**config.mk**
```make
export PLATFORM = sky130hd
export DESIGN_NAME = bnn_param_loader
export DESIGN_NICKNAME = d
export VERILOG_FILES = /design/src/rtl/bnn_pkg.sv /design/src/rtl/bnn_piso8.sv /design/src/rtl/bnn_param_loader.sv
export SDC_FILE = /design/constraint.sdc
export NUM_CORES = 1
export LEC_CHECK = 0
export CORE_UTILIZATION = 30
export DETAILED_ROUTE_END_ITERATION = 12
export HOLD_SLACK_MARGIN = 0.12
export REMOVE_ABC_BUFFERS = 1
export SYNTH_ARGS = -nofsm -noshare
export SYNTH_HDL_FRONTEND = slang
export SYNTH_HIERARCHICAL = 1
export SYNTH_SLANG_ARGS = --single-unit
```
**constraint.sdc**
```tcl
create_clock -name clk -period 2.43 [get_ports clk]
set_input_delay 0.243 -clock clk [delete_from_list [all_inputs] [get_ports clk]]
set_output_delay 0.243 -clock clk [all_outputs]
set_load 0.05 [all_outputs]
```
**src/rtl/bnn_pkg.sv**
```systemverilog
// bnn_pkg: shared types and sizing for the BNN neuron-row parameter chain.
// Rev 1.0
`default_nettype none

package bnn_pkg;

   typedef enum logic [1:0] {
      IDLE  = 2'd0,
      LOAD  = 2'd1,
      SHIFT = 2'd2,
      DONE  = 2'd3
   } state_t;

   localparam int DEF_NEURONS   = 4;
   localparam int DEF_INPUTS    = 8;
   localparam int DEF_BIAS_BITS = 3;

   // Bits held by one row's daisy chain; also used to size neuron-row instances.
   function automatic int total_bits(input int neurons, input int inputs, input int bias_bits);
      return neurons * (inputs + bias_bits);
   endfunction

endpackage

`default_nettype wire

```
**src/rtl/bnn_piso8.sv**
```systemverilog
// bnn_piso8: 8-bit parallel-load / serial-out register, MSB first, with bit count.
// Rev 1.0
`default_nettype none

module bnn_piso8 (
   input  logic       clk,
   input  logic       rst_n,
   input  logic       load,
   input  logic       shift,
   input  logic [7:0] din,
   output logic       msb,
   output logic [3:0] count,
   output logic       empty
);

   logic [7:0] sr;

   // Load wins over shift so a byte can be refilled on its predecessor's last bit.
   always_ff @(posedge clk or negedge rst_n) begin
      if (!rst_n) begin
         sr    <= 8'd0;
         count <= 4'd0;
      end else if (load) begin
         sr    <= din;
         count <= 4'd8;
      end else if (shift && (count != 4'd0)) begin
         sr    <= {sr[6:0], 1'b0};
         count <= count - 4'd1;
      end
   end

   assign msb   = sr[7];
   assign empty = (count == 4'd0);

endmodule

`default_nettype wire

```
**src/rtl/bnn_param_loader.sv**
```systemverilog
// bnn_param_loader: accepts parameter bytes and serialises them onto the neuron chain.
// Rev 1.0
`default_nettype none

module bnn_param_loader
   import bnn_pkg::*;
#(
   parameter int NEURONS   = DEF_NEURONS,
   parameter int INPUTS    = DEF_INPUTS,
   parameter int BIAS_BITS = DEF_BIAS_BITS
) (
   input  logic       clk,
   input  logic       rst_n,
   input  logic       start,
   input  logic       abort,
   input  logic [7:0] in_data,
   input  logic       in_valid,
   output logic       in_ready,
   output logic       setup,
   output logic       param_out,
   output logic       busy,
   output logic       done
);

   localparam int TOTAL_BITS = total_bits(NEURONS, INPUTS, BIAS_BITS);
   localparam int BIT_CNT_W  = $clog2(TOTAL_BITS + 1);

   localparam logic [BIT_CNT_W-1:0] REM_FULL = BIT_CNT_W'(TOTAL_BITS);
   localparam logic [BIT_CNT_W-1:0] REM_ONE  = BIT_CNT_W'(1);
   localparam logic [BIT_CNT_W-1:0] REM_TWO  = BIT_CNT_W'(2);

   state_t                 state;
   logic [BIT_CNT_W-1:0]   remaining;
   logic [3:0]             byte_bits;
   logic                   sr_empty;
   logic                   handshake;
   logic                   sr_load;
   logic                   sr_shift;

   assign handshake = in_valid && in_ready;
   assign sr_load   = handshake && !abort;
   assign sr_shift  = (state == SHIFT) && !sr_empty && !abort;

   bnn_piso8 u_piso (
      .clk   (clk),
      .rst_n (rst_n),
      .load  (sr_load),
      .shift (sr_shift),
      .din   (in_data),
      .msb   (param_out),
      .count (byte_bits),
      .empty (sr_empty)
   );

   // Outputs are registered alongside the state they describe.
   always_ff @(posedge clk or negedge rst_n) begin
      if (!rst_n) begin
         state     <= IDLE;
         remaining <= '0;
         in_ready  <= 1'b0;
         setup     <= 1'b0;
         busy      <= 1'b0;
         done      <= 1'b0;
      end else if (abort && (state != IDLE)) begin
         state    <= IDLE;
         in_ready <= 1'b0;
         setup    <= 1'b0;
         busy     <= 1'b0;
         done     <= 1'b0;
      end else begin
         case (state)
            IDLE, DONE: begin
               if (start) begin
                  state     <= LOAD;
                  remaining <= REM_FULL;
                  in_ready  <= 1'b1;
                  busy      <= 1'b1;
                  done      <= 1'b0;
               end
            end
            LOAD: begin
               if (handshake) begin
                  state    <= SHIFT;
                  in_ready <= 1'b0;
                  setup    <= 1'b1;
               end
            end
            SHIFT: begin
               if (remaining != '0) begin
                  remaining <= remaining - REM_ONE;
               end
               if (remaining <= REM_ONE) begin
                  state    <= DONE;
                  in_ready <= 1'b0;
                  setup    <= 1'b0;
                  busy     <= 1'b0;
                  done     <= 1'b1;
               end else if (handshake) begin
                  in_ready <= 1'b0;
               end else if (byte_bits <= 4'd1) begin
                  state    <= LOAD;
                  in_ready <= 1'b1;
                  setup    <= 1'b0;
               end else begin
                  // Open the refill window for the last bit of this byte, unless it ends the load.
                  in_ready <= (byte_bits == 4'd2) && (remaining > REM_TWO);
               end
            end
            default: begin
               state    <= IDLE;
               in_ready <= 1'b0;
               setup    <= 1'b0;
               busy     <= 1'b0;
               done     <= 1'b0;
            end
         endcase
      end
   end

endmodule

`default_nettype wire
```
* Word-level counts from Yosys, hierarchy flattened
Cells that the tools add are included.
** Storage, ports and cells
- Bits in latches :: 0
- Memories kept :: 0
- Memory bits (writable) :: 0
- Register bits after elaboration :: 24
- Output and inout bits :: 5
- Word-level logic and storage cells :: 83
- Bits of input ports :: 13
- Memory bits (read-only) :: 0
** Operators by class
- Shift operators :: 0
- Add/sub/neg operators :: 2
- Reduce and logical (&&, ||, !) cells :: 24
- Bitwise logic cells :: 1
- Multipliers :: 0
- Muxes and demuxes :: 34
- Div/mod/pow operators :: 0
- $lt $le $gt $ge :: 3
- Equal/unequal tests :: 11
** Operators by type and width (number)
- 1-bit two-way mux :: 16
- 8-bit two-way mux :: 2
- 2-bit two-way mux :: 6
- 6-bit two-way mux :: 2
- 6-bit one-hot mux with 2 select lines :: 1
- 4-bit AND reduction :: 3
- 4-bit two-way mux :: 2
- 1-bit logical AND :: 7
- 6-bit by 2-bit > comparator with 1-bit output, second input constant :: 1
- 6-bit by 1-bit less-or-equal comparator with 1-bit output, second input constant :: 1
- 3-bit != test, second input constant :: 2
- 1-bit one-hot mux with 2 select lines :: 3
- 2-bit one-hot mux with 3 select lines :: 1
- 2-bit nonzero test :: 3
- 3-bit nonzero test :: 2
- 6-bit nonzero test :: 1
- 6-bit by 1-bit subtractor with 6-bit output, second input constant :: 1
- 2-bit equality test, second input constant :: 2
- 4-bit by 2-bit equality test with 1-bit output, second input constant :: 1
- 4-bit by 1-bit less-or-equal comparator with 1-bit output, second input constant :: 1
- 4-bit logical NOT :: 1
- 4-bit by 1-bit != test with 1-bit output, second input constant :: 1
- 4-bit by 2-bit != test with 1-bit output, second input constant :: 1
- 4-bit nonzero test :: 1
- 12 further kinds :: 13

* Logic depth before layout (Yosys ltp)
Gate-level depths: netlist of run 1.
- Depth in word-level cells :: 7
- Gate-level depth with buffers :: 11
- Gate-level depth less buffers :: 8

* Modules after synthesis
The synthesis of run 1 kept the hierarchy.
** Modules (own cells, without submodules)
- bnn_param_loader :: sequential area each 300.3 sq um, instances 1, cells each 90, area each 833.3 sq um
- bnn_piso8 :: sequential area each 300.3 sq um, instances 1, cells each 70, area each 660.6 sq um

* Least setup slack after synthesis of run 1
No wires, ideal clock.
- Path kind :: register to register
- From :: register u_piso.count[0]
- To :: register u_piso.count[2]
- Slack :: 0.296 ns
- Cell stages (with the launch flop) :: 12
- Data required time :: 2.351 ns
- Data arrival time :: 2.056 ns
- Period minus slack after synthesis :: 2.134 ns
- Setup time :: 0.079 ns
- Path buffers :: 3
- Path through :: dfrtp_1 inv_1 ha_1 or3b_1 buf_6 inv_6 buf_12 nor3b_1 clkbuf_1 nand2_1 or3_1 a21oi_1
** On the way
- Word-level cells in the longest chain between the ends :: 6
- Elaborated cells between the ends (all ways) :: 10
- Classes of those cells :: add/sub: 1; mux: 2; reduce/logical: 7
** RTL lines
- start, declared :: RTL line bnn_piso8.sv:12 : output logic [3:0] count,
- start signal, assigned :: RTL line bnn_piso8.sv:28 : count <= count - 4'd1;
- 4-bit logical NOT :: RTL line bnn_piso8.sv:33 : assign empty = (count == 4'd0);
- named net sr_empty :: RTL line bnn_param_loader.sv:35 : logic sr_empty;
- 1-bit logical NOT :: RTL line bnn_param_loader.sv:42 : assign sr_shift = (state == SHIFT) && !sr_empty && !abort;
- 1-bit logical AND (2 in a row) :: RTL line bnn_param_loader.sv:42
- named net sr_shift :: RTL line bnn_param_loader.sv:38 : logic sr_shift;
- 1-bit logical AND :: RTL line bnn_piso8.sv:26 : end else if (shift && (count != 4'd0)) begin
- 2-bit nonzero test (no line)
The timed path passes the listed nets, and every way through them passes these cells. The select of a mux whose other input is x is not followed.
A chain may end at the register's enable or synchronous reset.

* Worst setup path after layout of run 1
- From :: register state[1]
- To :: register state[1]
** On the way
- Word-level cells in the longest chain between the ends :: 4
- Elaborated cells between the ends (all ways) :: 14
- Classes of those cells :: eq/ne: 7; mux: 2; reduce/logical: 5
** RTL lines
- start, declared :: RTL line bnn_param_loader.sv:32 : state_t state;
- start signal, assigned :: RTL line bnn_param_loader.sv:58 : state <= IDLE;
- start signal, assigned :: RTL line bnn_param_loader.sv:65 : state <= IDLE;
- start signal, assigned :: RTL line bnn_param_loader.sv:74 : state <= LOAD;
- 2-bit equality test (tied with other cells) :: RTL line bnn_param_loader.sv:71 : case (state)
- 2-bit OR reduction / 1-bit logical AND (equally long branches) :: RTL line bnn_param_loader.sv:71, bnn_param_loader.sv:64
- 3-bit != test (no line) (tied with other cells)
- 4-bit AND reduction (no line) / 2-bit two-way mux (equally long branches)
Several ways; a longest one is shown, not always the timed one.

==> summary.md, run 1 <==
| Metric | Value |
|---|---|
| Status | `finished, final reports clean` |
| Core Region | `0.00475 mm2` |
| Sw frac | `0.419` |
| Post-synthesis compound-gate area fraction | `0.257` |
| Synth Area per Inst | `9.34 um2` |
| Post-synth ARST share | `1.00` |
| Yosys warns | `6` |
| Leakage | `0.715 nW` |
| Fin util | `0.384` |
| Hold_buf cts | `0` |
| Critical Setup Path Class | `reg2reg` |
| Post-Synth Simple-Gate Area | `0.178` |
| Post-CTS Setup Inserts | `0` |
| Initial antenna violation count | `0` |
| Gr ovfl total | `0` |
| Mean number of vias per cell | `4.83` |
| Worst reg-to-reg path cell count | `7` |
| Post-synthesis mux area share | `0.0235` |
| Routed len/inst | `12.2 um` |
| Power density cells | `1170 mW/mm2` |
| DIE WIDTH | `72.6 um` |
| Number of flops mapped to enable cells by yosys | `0` |
| Hold Crit Class | `in2async` |
| CTS tree | `done` |
| Crit share post-route | `0.870` |
| Adder-cell area share of the yosys netlist | `0.0670` |
| Mapped cell area | `0.00149 mm2` |
| Mapped Cells | `160` |
| Hold Vio Cnt, Final | `0` |
| Share of layout cells above drive strength 1 | `0.137` |
| Placed cells | `245` |
| NetSw | `0.897 mW` |
| Req. time, crit path | `2640 ps` |
| Post-synthesis sequential area ratio | `0.402` |
| ANT nets after route | `0` |
| First-pass GRT wire length | `5420 um` |
| Vias | `1203` |
| I/O pin total | `18` |
| PostCTS Resize Cnt | `0` |
| DR iter-0 viols | `79` |
| Period minus WS final | `2110 ps` |
| Fin cells | `249` |
| Die Span Y | `72.6 um` |
| Worst slew margin | `0.666` |
| Main combinational cell family by area after synthesis | `compound AO/OA/AOI/OAI gates` |
| Antenna Cells | `0` |
| Syn-to-layout area delta | `22.3%` |
| Commonest non-fill, non-tap cell in the layout | `dfrtp_1` |
| RSZ-0062 raised after global routing | `no` |
| Worst setup EP type | `register` |
| Final Slew Violations | `0` |
| Clock Tree Buf Depth | `2` |
| Sink Count | `24` |
| TritonRoute pass-1 iters | `4` |
| Gp weighted congestion | `0.777` |
| Combinational fraction of design power | `0.500` |
| Endpoints failing setup | `0` |
| Clock skew | `5.02 ps` |
| Die area | `0.00527 mm2` |
| Clock Power Share | `0.165` |
| Row count | `25` |
| CP arrival | `2320 ps` |
| WL final | `3030 um` |
| Flop pwr share | `0.335` |
| IO Port Bufs | `17` |
| Fmax | `0.473 GHz` |
| Largest net degree at the start of global routing | `25` |
| # nets final | `204` |
| Critical Path Start | `state[1]` |
| Gr usage total | `0.132` |
| Total power | `2.14 mW` |
| Clock buffers created by TritonCTS | `3` |
| FF+latch count, synth | `24` |
| R2r startpoint | `state[1]` |
| Dpl hpwl | `2200 um` |
| Library cells used by synthesis | `50` |
| MaxCap Viol Count | `0` |
| Top FF cell, synth | `dfrtp_1` |
| Most frequent cells in the layout | `dfrtp_1 (24), clkdlybuf4s50_1 (17), a21oi_1 (14)` |
| Worst-case vdd ir drop | `0.268 mV` |
| Worst Max-Slew Pin Slew | `496 ps` |
| Int Pwr | `1.24 mW` |
| CTS Root Buffer Type | `clkbuf_8` |
| Vias in the first global route | `1212` |
| CTS clock-pin slew for the worst setup and hold paths | `90 ps` |
| Initial core utilization | `0.314` |
| Crit-path max FO | `6` |
| Critical path launch point type | `register` |
| # H-tree levels | `1` |
| # DRC | `0` |
| XOR/XNOR share of the synthesized area | `0.0117` |
| Clock latency on the worst-skew pair | `270 ps` |
## power by group through the flow
stage | clock network [mW] | logic, mW | registers, mW
final | 0.354 | 1.07 | 0.716
after global routing | 0.377 | 1.21 | 0.747
after CTS | 0.368 | 1.08 | 0.717
after detailed placement | 0 | 1.07 | 0.724
after global placement | 0 | 1.07 | 0.725
after floorplan | 0 | 0.653 | 0.832
## per-layer routing
metal,routed length [um],up-vias,track usage
li1,-,624,-
met1,1590,559,0.181
met2,1320,15,0.207
met3,66,5,0.0167
met4,59,0,0.0588
met5,0,-,0
## registers in the layout (all words and copies together) (netlist names)
signal	flops
u_piso/sr	8
in_ready	1
busy	1
setup	1
u_piso/count	4
done	1
state	2
remaining	6
## worst paths after layout
path                                end  slack, ps
max                            state[1]        320
min in group clk           u_piso/sr[0]        510
min                        u_piso/sr[3]        320
max in group asynchronous         setup       1870
min reg2reg                        busy        530
max reg2reg                    state[1]        320
## cells in the mapped netlist, types with 2 or more instances
master / number / area [um2]
a31oi_1: 8 / 50.1
o21ai_0: 10 / 50.1
mux2i_1: 2 / 20.0
o21ai_1: 10 / 50.1
inv_1: 8 / 30.0
nor3b_1: 2 / 15.0
nor3_1: 3 / 15.0
nor2_1: 7 / 26.3
nor2b_1: 9 / 56.3
buf_2: 2 / 10.0
nand2b_1: 2 / 12.5
a21oi_1: 14 / 70.1
dfrtp_1: 24 / 601
nand2_1: 8 / 30.0
ha_1: 8 / 100
nand3_1: 6 / 30.0
clkbuf_1: 3 / 11.3
a21boi_0: 2 / 15.0
## metrics by stage
step	area, um2	worst slack (ps)	hold slack, ps	TNS, ps
2_1_floorplan	1440	-314	-52.6	-453
3_3_place_gp	1760	346	516	0
3_5_place_dp	1760	337	518	0
4_1_cts	1830	326	327	0
5_1_grt	1830	118	363	0
6_report	1830	316	321	0
## area by class of cell
| class | count | area [um2] |
|---|---|---|
| fillers | 513 | 2930 |
| repair buffers | 25 | 230 |
| clock buffers | 3 | 41.3 |
| inverters | 9 | 38.8 |
| multi-input cells | 120 | 802 |
| clock inverters | 1 | 30.0 |
| well taps | 67 | 83.8 |
| flip-flops and latches | 24 | 601 |
## critical path, stage by stage (launching register included)
cell and delay (ps):
dfrtp_1 430, inv_1 120, ha_1 400, or2_2 150, a21boi_0 400, o21ai_2 150
mux2_4 320, nor2_2 70
## cell families after synthesis
kind of cell / after synthesis
AO/OA/AOI/OAI: 59
AND/OR/NAND/NOR: 48
flip-flops: 24
buffers and inverters: 16
adder cells (fa/ha/maj): 8
multiplexers: 3
XOR/XNOR: 2
Note: power is estimated with default switching activity, not from simulation.
==> run 2: changes to the inputs <==
- CTS_CLUSTER_SIZE: unset -> 16
- SETUP_SLACK_MARGIN: unset -> 0.05
==> results of run 2 <==
No change in the layout: final DEF, timing and power equal those of run 1.
==> run 3: changes to the inputs <==
- CAP_MARGIN: unset -> 20
==> results of run 3 <==
No change in the layout: final DEF, timing and power equal those of run 1.
